**src/rtl/rvfpm_pkg.sv**
```systemverilog
// Shared types for the rvfpm result stage.
// Holds the buffered-result record and the field widths.
package rvfpm_pkg;

  localparam int FFLAGS_W     = 5;
  localparam int REG_ADDR_W   = 5;
  localparam int RVFPM_X_ID_W = 4;
  localparam int RVFPM_XLEN   = 32;

  typedef struct packed {
    logic [RVFPM_X_ID_W-1:0] id;
    logic [RVFPM_XLEN-1:0]   data;
    logic [REG_ADDR_W-1:0]   rd;
    logic                    we;
    logic [FFLAGS_W-1:0]     fflags;
  } rvfpm_result_t;

endpackage

```
**src/rtl/rvfpm_result_fifo.sv**
```systemverilog
// In-order synchronous FIFO of completed FPU results.
// The count is registered, so full/empty depend only on state and never on this cycle's pop.
module rvfpm_result_fifo
  import rvfpm_pkg::*;
#(
  parameter int DEPTH = 4
) (
  input  logic                       ck,
  input  logic                       rst,
  input  logic                       push,
  input  rvfpm_result_t              push_data,
  input  logic                       pop,
  output rvfpm_result_t              pop_data,
  output logic                       full,
  output logic                       empty,
  output logic [$clog2(DEPTH):0]     count
);

  localparam int PTR_W = $clog2(DEPTH);
  localparam int CNT_W = PTR_W + 1;

  rvfpm_result_t      mem [DEPTH];
  logic [PTR_W-1:0]   wr_ptr;
  logic [PTR_W-1:0]   rd_ptr;
  logic [CNT_W-1:0]   count_q;

  // NOTE: state registers use non-blocking assignments so every always_ff
  // samples the pre-edge value of every other register.
  always_ff @(posedge ck) begin
    if (rst) begin
      wr_ptr  <= '0;
      rd_ptr  <= '0;
      count_q <= '0;
    end else begin
      if (push) wr_ptr <= wr_ptr + PTR_W'(1);
      if (pop)  rd_ptr <= rd_ptr + PTR_W'(1);
      case ({push, pop})
        2'b10:   count_q <= count_q + CNT_W'(1);
        2'b01:   count_q <= count_q - CNT_W'(1);
        default: count_q <= count_q;
      endcase
    end
  end

  // NOTE: the storage array has no reset; occupancy is tracked by the pointers
  // and count, so stale contents are never observed.
  always_ff @(posedge ck) begin
    if (push) mem[wr_ptr] <= push_data;
  end

  assign pop_data = mem[rd_ptr];
  assign full     = (count_q == CNT_W'(DEPTH));
  assign empty    = (count_q == '0);
  assign count    = count_q;

  // An id may be present at most once; the head leaving this cycle does not count.
  always @(posedge ck) begin
    if (!rst && push) begin
      assert (!full);
      for (int k = 0; k < DEPTH; k++) begin
        if (CNT_W'(k) < count_q && !(pop && k == 0))
          assert (mem[rd_ptr + PTR_W'(k)].id != push_data.id);
      end
    end
    if (!rst && pop) assert (!empty);
  end

endmodule

```
**src/rtl/rvfpm_result_stage.sv**
```systemverilog
// In-order result buffer between the rvfpm core and the CORE-V-XIF result channel.
// Define RVFPM_RESULT_BYPASS_EN to let a pre-committed result skip an empty FIFO.
module rvfpm_result_stage
  import rvfpm_pkg::*;
#(
  parameter int X_ID_WIDTH = RVFPM_X_ID_W,
  parameter int XLEN       = RVFPM_XLEN,
  parameter int DEPTH      = 4
) (
  input  logic                  ck,
  input  logic                  rst,
  input  logic                  in_valid,
  output logic                  in_ready,
  input  logic [X_ID_WIDTH-1:0] in_id,
  input  logic [XLEN-1:0]       in_data,
  input  logic [REG_ADDR_W-1:0] in_rd,
  input  logic                  in_we,
  input  logic [FFLAGS_W-1:0]   in_fflags,
  input  logic                  commit_valid,
  input  logic [X_ID_WIDTH-1:0] commit_id,
  input  logic                  commit_kill,
  output logic                  result_valid,
  input  logic                  result_ready,
  output logic [X_ID_WIDTH-1:0] result_id,
  output logic [XLEN-1:0]       result_data,
  output logic [REG_ADDR_W-1:0] result_rd,
  output logic                  result_we,
  output logic [FFLAGS_W-1:0]   result_fflags,
  output logic                  empty
);

  localparam int NUM_IDS = 1 << X_ID_WIDTH;
  localparam int CNT_W   = $clog2(DEPTH) + 1;

  rvfpm_result_t       in_entry;
  rvfpm_result_t       head;
  rvfpm_result_t       out_q;
  logic                out_valid_q;
  logic                fifo_full;
  logic                fifo_empty;
  logic [CNT_W-1:0]    fifo_count;
  logic                fifo_push;
  logic                push;
  logic                out_free;
  logic                retire;
  logic                retire_load;
  logic                bypass_hit;
  logic                bypass_load;
  logic [NUM_IDS-1:0]  seen_q;
  logic [NUM_IDS-1:0]  kill_q;

  assign in_entry = '{id: in_id, data: in_data, rd: in_rd, we: in_we, fflags: in_fflags};

  assign in_ready    = !fifo_full;
  assign push        = in_valid && in_ready;
  assign out_free    = !out_valid_q || result_ready;
  assign retire      = !fifo_empty && seen_q[head.id] && out_free;
  assign retire_load = retire && !kill_q[head.id];

`ifdef RVFPM_RESULT_BYPASS_EN
  // Only an empty FIFO may be skipped, otherwise ordering would break.
  assign bypass_hit = push && fifo_empty && seen_q[in_id] && out_free;
`else
  assign bypass_hit = 1'b0;
`endif
  assign bypass_load = bypass_hit && !kill_q[in_id];
  assign fifo_push   = push && !bypass_hit;

  rvfpm_result_fifo #(.DEPTH(DEPTH)) u_fifo (
    .ck        (ck),
    .rst       (rst),
    .push      (fifo_push),
    .push_data (in_entry),
    .pop       (retire),
    .pop_data  (head),
    .full      (fifo_full),
    .empty     (fifo_empty),
    .count     (fifo_count)
  );

  // A commit landing on an id that is consumed this cycle re-arms that row.
  always_ff @(posedge ck) begin
    if (rst) begin
      seen_q <= '0;
      kill_q <= '0;
    end else begin
      if (retire) begin
        seen_q[head.id] <= 1'b0;
        kill_q[head.id] <= 1'b0;
      end
      if (bypass_hit) begin
        seen_q[in_id] <= 1'b0;
        kill_q[in_id] <= 1'b0;
      end
      if (commit_valid) begin
        seen_q[commit_id] <= 1'b1;
        kill_q[commit_id] <= commit_kill;
      end
    end
  end

  always_ff @(posedge ck) begin
    if (rst) begin
      out_valid_q <= 1'b0;
      out_q       <= '0;
    end else if (retire_load) begin
      out_valid_q <= 1'b1;
      out_q       <= head;
    end else if (bypass_load) begin
      out_valid_q <= 1'b1;
      out_q       <= in_entry;
    end else if (result_ready) begin
      out_valid_q <= 1'b0;
    end
  end

  assign result_valid  = out_valid_q;
  assign result_id     = out_q.id;
  assign result_data   = out_q.data;
  assign result_rd     = out_q.rd;
  assign result_we     = out_q.we;
  assign result_fflags = out_q.fflags;
  assign empty         = (fifo_count == '0) && !out_valid_q;

  always @(posedge ck) begin
    if (!rst && commit_valid)
      assert (!seen_q[commit_id]
              || (retire && head.id == commit_id)
              || (bypass_hit && in_id == commit_id));
  end

endmodule

```
**config.mk**
```make
export PLATFORM = sky130hd
export DESIGN_NAME = rvfpm_result_stage
export DESIGN_NICKNAME = d
export VERILOG_FILES = /design/src/rtl/rvfpm_pkg.sv /design/src/rtl/rvfpm_result_fifo.sv /design/src/rtl/rvfpm_result_stage.sv
export SDC_FILE = /design/constraint.sdc
export NUM_CORES = 1
export LEC_CHECK = 0
export ABC_AREA = 1
export BUFFER_PORTS_ARGS = -buffer_cell sky130_fd_sc_hd__buf_2
export CAP_MARGIN = 30
export CORE_MARGIN = 3
export CORE_UTILIZATION = 60
export CTS_BUF_LIST = sky130_fd_sc_hd__clkbuf_4 sky130_fd_sc_hd__clkbuf_8 sky130_fd_sc_hd__clkbuf_16
export DETAILED_ROUTE_END_ITERATION = 10
export PLACE_DENSITY = 0.78
export SLEW_MARGIN = 20
export SYNTH_ARGS = -nofsm -noshare
export SYNTH_HDL_FRONTEND = slang
export SYNTH_HIERARCHICAL = 1
export SYNTH_SLANG_ARGS = --single-unit
```
**constraint.sdc**
```tcl
create_clock -name ck -period 5.66 [get_ports ck]
set_input_delay 1.132 -clock ck [delete_from_list [all_inputs] [get_ports ck]]
set_output_delay 1.132 -clock ck [all_outputs]
set_load 0.02 [all_outputs]
```
* Word level (Yosys, flattened, before mapping)
Memory sizes are Yosys's and may differ from the RTL's. A register that Yosys moved wholly into a read port is not among the register bits.
Cells that the tools add are included.
** Word-level totals
- Bits in registers :: 87
- Bits in writable memories :: 188
- Output and inout port bits :: 50
- Input bits :: 57
- Memories :: 1
** Operators by class
- Order comparisons :: 4
- Muxes and demuxes :: 22
- Equality and inequality tests :: 3
- Reductions and logical operators :: 15
- Bitwise logic cells :: 4
- Add/sub/neg operators :: 4
** Memories
- u_fifo.mem :: words 4, bits a word 47, rd ports 1, clocked after Yosys merged registers in 1, wr ports 1, line rvfpm_result_fifo.sv:22 : rvfpm_result_t mem [DEPTH];
** Operators with widths (count)
- $mux 16 :: 6
- $and 16x16->16 :: 2
- $bwmux 16 :: 1
- $not 16->16 :: 1
- $or 16x16->16 :: 1
- $lt 4x5->1 const B :: 2
- $bmux 1 s4 :: 2
- $demux 1 s4 :: 2
- $ge 4x1->1 const B :: 2
- $mux 1 :: 8
- $logic_and 1x1->1 :: 7
- $pmux 3 s2 :: 1
- $add 2x1->2 const B :: 2
- $logic_not 1->1 :: 4
- $mux 2 :: 2
- $reduce_bool 2->1 :: 2
- $add 3x1->3 const B :: 1
- $eq 3x3->1 const B :: 1
- $logic_not 3->1 :: 1
- $sub 3x1->3 const B :: 1
- $eq 2x1->1 const B :: 1
- $eq 2x2->1 const B :: 1
- $logic_or 1x1->1 :: 1

* Longest topological paths before layout
Gate-level depths: netlist of the first run.
- Depth in word-level cells :: 10
- Depth in mapped cells :: 23

* By module
The synthesis of the first run kept the hierarchy.
** Modules (own cells, without submodules)
- rvfpm_result_fifo :: sequential area each 5825.6 um^2, cells an instance 513, area an instance 7822.5 um^2, instances 1
- rvfpm_result_stage :: sequential area each 1601.5 um^2, cells an instance 597, area an instance 3694.8 um^2, instances 1

* Worst setup path after synthesis of the first run
Ideal clock, no wire load.
- Path kind :: input -> register
- From :: input port result_ready
- To :: register u_fifo.count_q[2] (netlist: u_fifo/count[2])
- Setup time :: 0.110 ns
- Slack :: 2.608 ns
- Stages on the path :: 13
- Arrival :: 2.942 ns
- Data required time :: 5.550 ns
- Cell sequence :: inv_1 -> a21oi_1 -> clkbuf_1 -> o21a_1 -> ha_1 -> inv_1 -> fa_1 -> inv_1 -> nand2_1 -> nand3_1 -> nand2_1 -> inv_1 -> nor2_1
** Between the ends
- Longest elaborated chain between the ends :: 4
- Elaborated cells between the ends (all ways) :: 6
- Those cells by class :: eq/ne (2); mux (1); reduce/logical (3)
** RTL lines
- from (decl) :: line rvfpm_result_stage.sv:23 : input logic result_ready,
- $logic_or 1x1->1 * :: line rvfpm_result_stage.sv:56 : assign out_free = !out_valid_q || result_ready;
- $logic_and 1x1->1 * :: line rvfpm_result_stage.sv:57 : assign retire = !fifo_empty && seen_q[head.id] && out_free;
- named net retire :: line rvfpm_result_stage.sv:45 : logic retire;
- $eq 2x1->1 / $eq 2x2->1 (equally long branches) :: line rvfpm_result_fifo.sv:37 : case ({push, pop})
- $pmux 3 s2 / $reduce_bool 2->1 (equally long branches)
- to (signal assigned) :: line rvfpm_result_fifo.sv:38 : 2'b10: count_q <= count_q + CNT_W'(1);
- to (signal assigned) :: line rvfpm_result_fifo.sv:39 : 2'b01: count_q <= count_q - CNT_W'(1);
- to (signal assigned) :: line rvfpm_result_fifo.sv:40 : default: count_q <= count_q;
- to (decl) :: line rvfpm_result_fifo.sv:25 : logic [CNT_W-1:0] count_q;
The timed path passes the listed nets; every way through them passes the cells marked *.
A chain may end at the register's enable or synchronous reset.

==> flow_metrics.tcl, run 1 <==
set metrics [dict create \
    whs_path_depth 1 \
    p_int_w 0.00340 \
    grtUsageMet1_pct 28.1 \
    synth.avg_cell_area_sq_um 10.4 \
    ys_ff_latch 277 \
    ys_top_cells_by_count "nand2_1 (242), edfxtp_1 (188), nor2_1 (188)" \
    period_needed_ps 3780 \
    track_usage_pct 22.6 \
    gr-total-overflow 0 \
    grt_pass1_vias 7635 \
    grt_max_degree 95 \
    path_buf_inv 5 \
    pwr-share-comb_pct 6.2 \
    synth_edf_count 188 \
    synthesis.nets 1173 \
    syn_area_sq_mm 0.0115 \
    cpMaxStageDelayCell "buf_4" \
    cp.depth 18 \
    clock-sinks 277 \
    die_x_um 145 \
    seq_power_share_pct 52.3 \
    finish.utilization_pct 69.6 \
    p_switching_w 0.000948 \
    gp_congestion 0.905 \
    grt_busiest_layer "met2" \
    max-cap-violations 0 \
    yosys_most_used_dff "edfxtp_1" \
    grt.met2_usage_pct 39.5 \
    crit_type "reg2reg" \
    cp_cell_sequence "buf_4 > o21ai_0 > o22ai_1 > buf_4 > inv_2 > nand2_1 > nand2_1 > nand2_1 > nand2_1 > nand2_1 > nand2_1 > inv_1 > nand2_2 > nand3_4 > buf_12 > nand2_1 > nand2_1 > nor2_1" \
    worst_r2r_path_depth 18 \
    rsz0062_at_grt "no" \
    max_stage_delay_ps 690 \
    die_h_um 145 \
    drc 0 \
    hold_buffers 0 \
    power-per-cell-area_mw_per_mm2 333 \
    io_pins 107 \
    start_util_pct 61.4 \
    setup_tns_ps 0 \
    fin_crit_sh_pct 66.8 \
    critPathMaxFanout 94 \
    numCtsBuffers 28 \
    drt_iter0_drc 589 \
    pwr-share-clk_pct 41.5 \
    cts_max_path_buffers 3 \
    antenna_found_initial 5 \
    clock_latency_ps 550 \
    ys_seq_area_share_pct 64.5 \
    finalMaxSlewViolations 0 \
    synthArstFlopShare_pct 0 \
    cts.repair.resized 0 \
    synthTopCellsByArea "edfxtp_1 (49%), dfxtp_1 (15%), nand2_1 (7.9%), nor2_1 (6.1%), o21ai_0 (4.5%)" \
    leakagePower_nw 5.29 \
    vias 7927 \
    synth_area_leader_cell "edfxtp_1" \
    fin_cells 1464 \
    core_area_sq_mm 0.0188 \
    viasPerCell 5.41 \
    cp_top_family "buffers and inverters" \
    fill_cells 1327 \
    cts_tree "done" \
    firstDrtPassIters 5 \
    ant_nets 0 \
    cts_setup_buffers 0 \
    clkSlewWorstSetupHoldPaths_ps 60 \
    tightest_slew_ps 908 \
    swShare_pct 21.8 \
    nets 1267 \
    drt_wl_total_um 24000 \
    ctsHtreeMaxLevel 1 \
    crit_arrival_ps 4200 \
    vdd_drop_max_mv 0.267 \
    synth_cell_types 28 \
    cts_root_buf "clkbuf_16" \
    finalHoldViolations 0 \
    slew_headroom_pct 39.4 \
    hp-class "reg2reg" \
    avgRoutedWirePerCell_um 16.4 \
    yosys_warnings 6 \
    synth_top_area_share_pct 49.0 \
    critical_path_required_ps 6090 \
    dp_hpwl_um 13600 \
    area_growth_pct 13.3 \
    numPortBuffers 106 \
    setup_violations 0 \
    fin_skew_ps 23.8 \
    start_kind "register" \
    syn_inst 1110 \
    whs_ps 428 \
    dp.cells 1408 \
    rows 50 \
    grt_pass1_wl_um 37400 \
    drive_above_1_share_pct 19.6 \
    max_freq_ghz 0.265 \
    endpoint_kind "register" \
    path_common_cell "nand2_1" \
    die_area_sq_mm 0.0209 \
    outcome "finished clean" \
    yosysMostFrequentCell "nand2_1" \
    met3_usage_pct 4.56 \
]
[path summary, 6_finish.rpt]
check / startpoint / to / slack (ps)
worst min-delay path: u_fifo/rd_ptr[1]$_SDFFE_PP0P_ / register / 430
worst min register to register: u_fifo/rd_ptr[1]$_SDFFE_PP0P_ / register / 430
worst max register to register: register / result_rd[0]$_SDFFE_PP0P_ / 1880
worst max-delay path: register / result_rd[0]$_SDFFE_PP0P_ / 1880
[layout by cell type (no fill, tap or decap), drive strengths merged, types with 4 or more instances in the layout]
cell type / n
ha: 5
o21ai: 116
clkinv: 6
nand3: 18
diode: 4
nor2: 215
nor3: 6
buf: 119
dfxtp: 89
edfxtp: 188
clkbuf: 46
nand2: 243
a21oi: 39
o22ai: 47
inv: 84
[metrics by stage]
stage	area [sq um]	total power (W)	setup slack (ps)
finish	13100	0.00435	1880
global route	13100	0.00449	1420
CTS	13000	0.00437	1940
detailed placement	12100	0.00258	1970
floorplan	11500	0.00249	2610
global placement	12100	0.00257	2090
[registers in the layout (all words and copies together) (netlist names), named ones only]
register       flops
kill_q            16
result_data       32
result_fflags      5
result_id          4
result_rd          5
result_valid       1
result_we          1
seen_q            16
u_fifo/count       3
u_fifo/mem       188
u_fifo/rd_ptr      2
u_fifo/wr_ptr      2
[power groups by stage]
stage	registers (W)	logic (W)	clock network, W
6_report	0.00227	0.000269	0.00181
5_1_grt	0.00228	0.000298	0.00192
4_1_cts	0.00227	0.000269	0.00183
3_5_place_dp	0.00231	0.000266	0
3_3_place_gp	0.00231	0.000259	0
2_1_floorplan	0.00232	0.000165	0
[cell families after synthesis]
family	Yosys count	synth area share, %
buf+inv	140	5.98
compound gates	203	10.9
flops	277	64.5
simple gates	484	17.9
fa+ha+maj	6	0.717
[routing by layer]
layer  wire length, um  vias to the layer above  part of all wire, %
met5                21                        -                0.088
met3              1580                       57                  6.6
met2             11900                      255                   50
li1                  -                     3894                    -
met1              9860                     3717                   41
met4               618                        4                  2.6
[worst register-to-register path, stage by stage, from the launching register on]
cell	delay [ps]
dfxtp_4	360
buf_4	700
o21ai_0	260
o22ai_1	190
buf_4	270
inv_2	210
nand2_1	100
nand2_1	50
nand2_1	60
nand2_1	50
nand2_1	60
nand2_1	80
inv_1	70
nand2_2	200
nand3_4	430
buf_12	360
nand2_1	110
nand2_1	80
nor2_1	50
[cell type report]
cell class	instances	area [sq um]	share of cell area, %
antenna	4	10.0	0.0767
clock buffer	46	886	6.79
inverter	85	322	2.46
timing repair buffer	119	641	4.91
multi-input combinational	693	3410	26.1
tap	234	293	2.24
clock inverter	6	61.3	0.470
sequential	277	7430	56.9
(Power assumes the default switching activity.)
==> run 2: changes to the inputs <==
--- a/config.mk
+++ b/config.mk
@@ -9,10 +9,10 @@
 export BUFFER_PORTS_ARGS = -buffer_cell sky130_fd_sc_hd__buf_2
 export CAP_MARGIN = 30
 export CORE_MARGIN = 3
-export CORE_UTILIZATION = 60
+export CORE_UTILIZATION = 53
 export CTS_BUF_LIST = sky130_fd_sc_hd__clkbuf_4 sky130_fd_sc_hd__clkbuf_8 sky130_fd_sc_hd__clkbuf_16
 export DETAILED_ROUTE_END_ITERATION = 10
-export PLACE_DENSITY = 0.78
+export PLACE_DENSITY = 0.73
 export SLEW_MARGIN = 20
 export SYNTH_ARGS = -nofsm -noshare
 export SYNTH_HDL_FRONTEND = slang
==> constraint.sdc (replaced) <==
create_clock -name ck -period 3.1 [get_ports ck]
set_input_delay 0.62 -clock ck [delete_from_list [all_inputs] [get_ports ck]]
set_output_delay 0.62 -clock ck [all_outputs]
set_load 0.02 [all_outputs]
==> run 2 against run 1 <==
Compared with the run above:
- setup slack got worse by 1600 ps
- sequential cell count stayed put
- via count increased by 0.96%
- count of clock-buffer cells in the layout is 3 lower
- register-to-register slack got worse by 1600 ps
- largest cell class unchanged
- sequential share of layout area is 1.5 points lower
==> flow_metrics.tcl, run 2 (synthesized netlist as in run 1, its figures left out) <==
set metrics [dict create \
    worstHoldEndpoint "u_fifo/mem[2][19]$_DFFE_PP_" \
    final_cell_mix "nand2_1 (241), nor2_1 (188), edfxtp_1 (188)" \
    hp-class "in2reg" \
    regToRegEndpoint "u_fifo/count[2]$_SDFFE_PP0P_" \
    leakagePower_nw 5.44 \
    numPortBuffers 106 \
    finalMaxSlewViolations 0 \
    endpoint_kind "register" \
    cts_max_path_buffers 3 \
    cts_root_buf "clkbuf_16" \
    tightest_slew_ps 797 \
    vias 8003 \
    start_util_pct 54.4 \
    hold_buffers 0 \
    viasPerCell 5.27 \
    critPathMaxFanout 24 \
    rsz0062_at_grt "no" \
    grt.met2_usage_pct 36.1 \
    io_pins 107 \
    slew_headroom_pct 46.8 \
    clock-sinks 277 \
    setup_violations 0 \
    top_register "u_fifo/mem" \
    max_freq_ghz 0.351 \
    ant_nets 0 \
    setup_tns_ps 0 \
    gr-total-overflow 0 \
    crit_arrival_ps 3300 \
    clock_latency_ps 550 \
    grt_busiest_layer "met2" \
    grt_max_degree 96 \
    grtUsageMet1_pct 26.8 \
    power-per-cell-area_mw_per_mm2 626 \
    dp_hpwl_um 15500 \
    vdd_drop_max_mv 0.395 \
    outcome "finished clean" \
    die_h_um 153 \
    dpl_worst_slack_ps 210 \
    die_area_sq_mm 0.0235 \
    clkSlewWorstSetupHoldPaths_ps 60 \
    drc 0 \
    drt_wl_total_um 25100 \
    die_x_um 153 \
    fill_cells 1645 \
    finalWorstSetupSlack_ps 247 \
    max-cap-violations 0 \
    crit_type "reg2reg" \
    gp_congestion 0.903 \
    finalHoldViolations 0 \
    hold_start "in_data[8]" \
    core_area_sq_mm 0.0212 \
    period_needed_ps 2850 \
    start_kind "register" \
    area_growth_pct 16.5 \
    track_usage_pct 21.1 \
    drt_iter0_drc 528 \
    worst_r2r_path_depth 18 \
    final_common_cell "nand2_1" \
    cts_tree "done" \
    fin_crit_sh_pct 92.0 \
    rows 53 \
    ctsHtreeMaxLevel 1 \
    drive_above_1_share_pct 20.9 \
    nets 1282 \
    grt_pass1_vias 8016 \
    fin_skew_ps 10.5 \
    finish.utilization_pct 63.4 \
    whs_path_depth 1 \
    rrSetupSlack_ps 250 \
    antenna_found_initial 6 \
    avgRoutedWirePerCell_um 16.5 \
    firstDrtPassIters 5 \
    critical_path_required_ps 3550 \
    numCtsBuffers 29 \
    grt_pass1_wl_um 40800 \
    met3_usage_pct 4.08 \
    largest_reg_flops 188 \
]
==> run 2: critical path: stages (launching register included) <==
cell and delay [ps]:
dfxtp_4 540, buf_8 220, o21ai_0 100, o22ai_1 260, buf_4 230, nand2_1 70, nand2_1 70, nand2_1 60
nand2_1 90, o21a_1 170, ha_1 170, inv_1 70, fa_1 380, inv_1 60, nand2_1 60, nand3_1 70
nand2_1 50, inv_1 40, nor2_1 30
==> run 2: per-stage QoR <==
stage	power (W)	hold WS [ps]	cells	area, sq um
final	0.00840	280	1519	13400
after global routing	0.00866	267	1519	13400
after CTS	0.00844	258	1511	13300
after detailed placement	0.00474	427	1457	12300
after global placement	0.00473	425	1456	12300
after floorplan	0.00454	412	1110	11500
==> run 2: power by group <==
| group | internal (W) | switching, W | leakage [nW] |
|---|---|---|---|
| combinational | 0.000167 | 0.000359 | 2.47 |
| clock | 0.00230 | 0.00142 | 0.529 |
| sequential | 0.00410 | 0.0000497 | 2.45 |
| total | 0.00657 | 0.00183 | 5.44 |
==> run 2: what timing repair did <==
item | 4_1_cts | 5_1_grt
setup endpoints to repair | 0 | 2
gates resized for setup | 0 | 9
setup buffers | 0 | 6
hold endpoints to repair | 0 | 0
==> run 2: area by class of cell <==
type	instances	area, sq um	area share [%]
sequential	277	7430	55.4
clock buffer	43	873	6.51
inverter	85	327	2.43
clock inverter	11	184	1.37
multi-input combinational	693	3420	25.5
tap	275	344	2.57
antenna	2	5.00	0.0373
timing repair buffer	133	831	6.19
==> run 2: how the worst max path moves through the flow <==
stage                     slack, ps                            to  cells after the start
after floorplan                 460  u_fifo/count[2]$_SDFFE_PP0P_                     23
after global placement          280  u_fifo/count[1]$_SDFFE_PP0P_                     13
after detailed placement        210  u_fifo/count[2]$_SDFFE_PP0P_                     17
after CTS                       160  u_fifo/count[1]$_SDFFE_PP0P_                     13
after global routing              9  u_fifo/count[2]$_SDFFE_PP0P_                     20
final                           250  u_fifo/count[2]$_SDFFE_PP0P_                     18
==> run 2: metal layers <==
metal	share of wire (%)	vias to the layer above
met4	3.3	8
met5	0.18	-
li1	-	3920
met2	49	221
met1	43	3784
met3	5.2	70
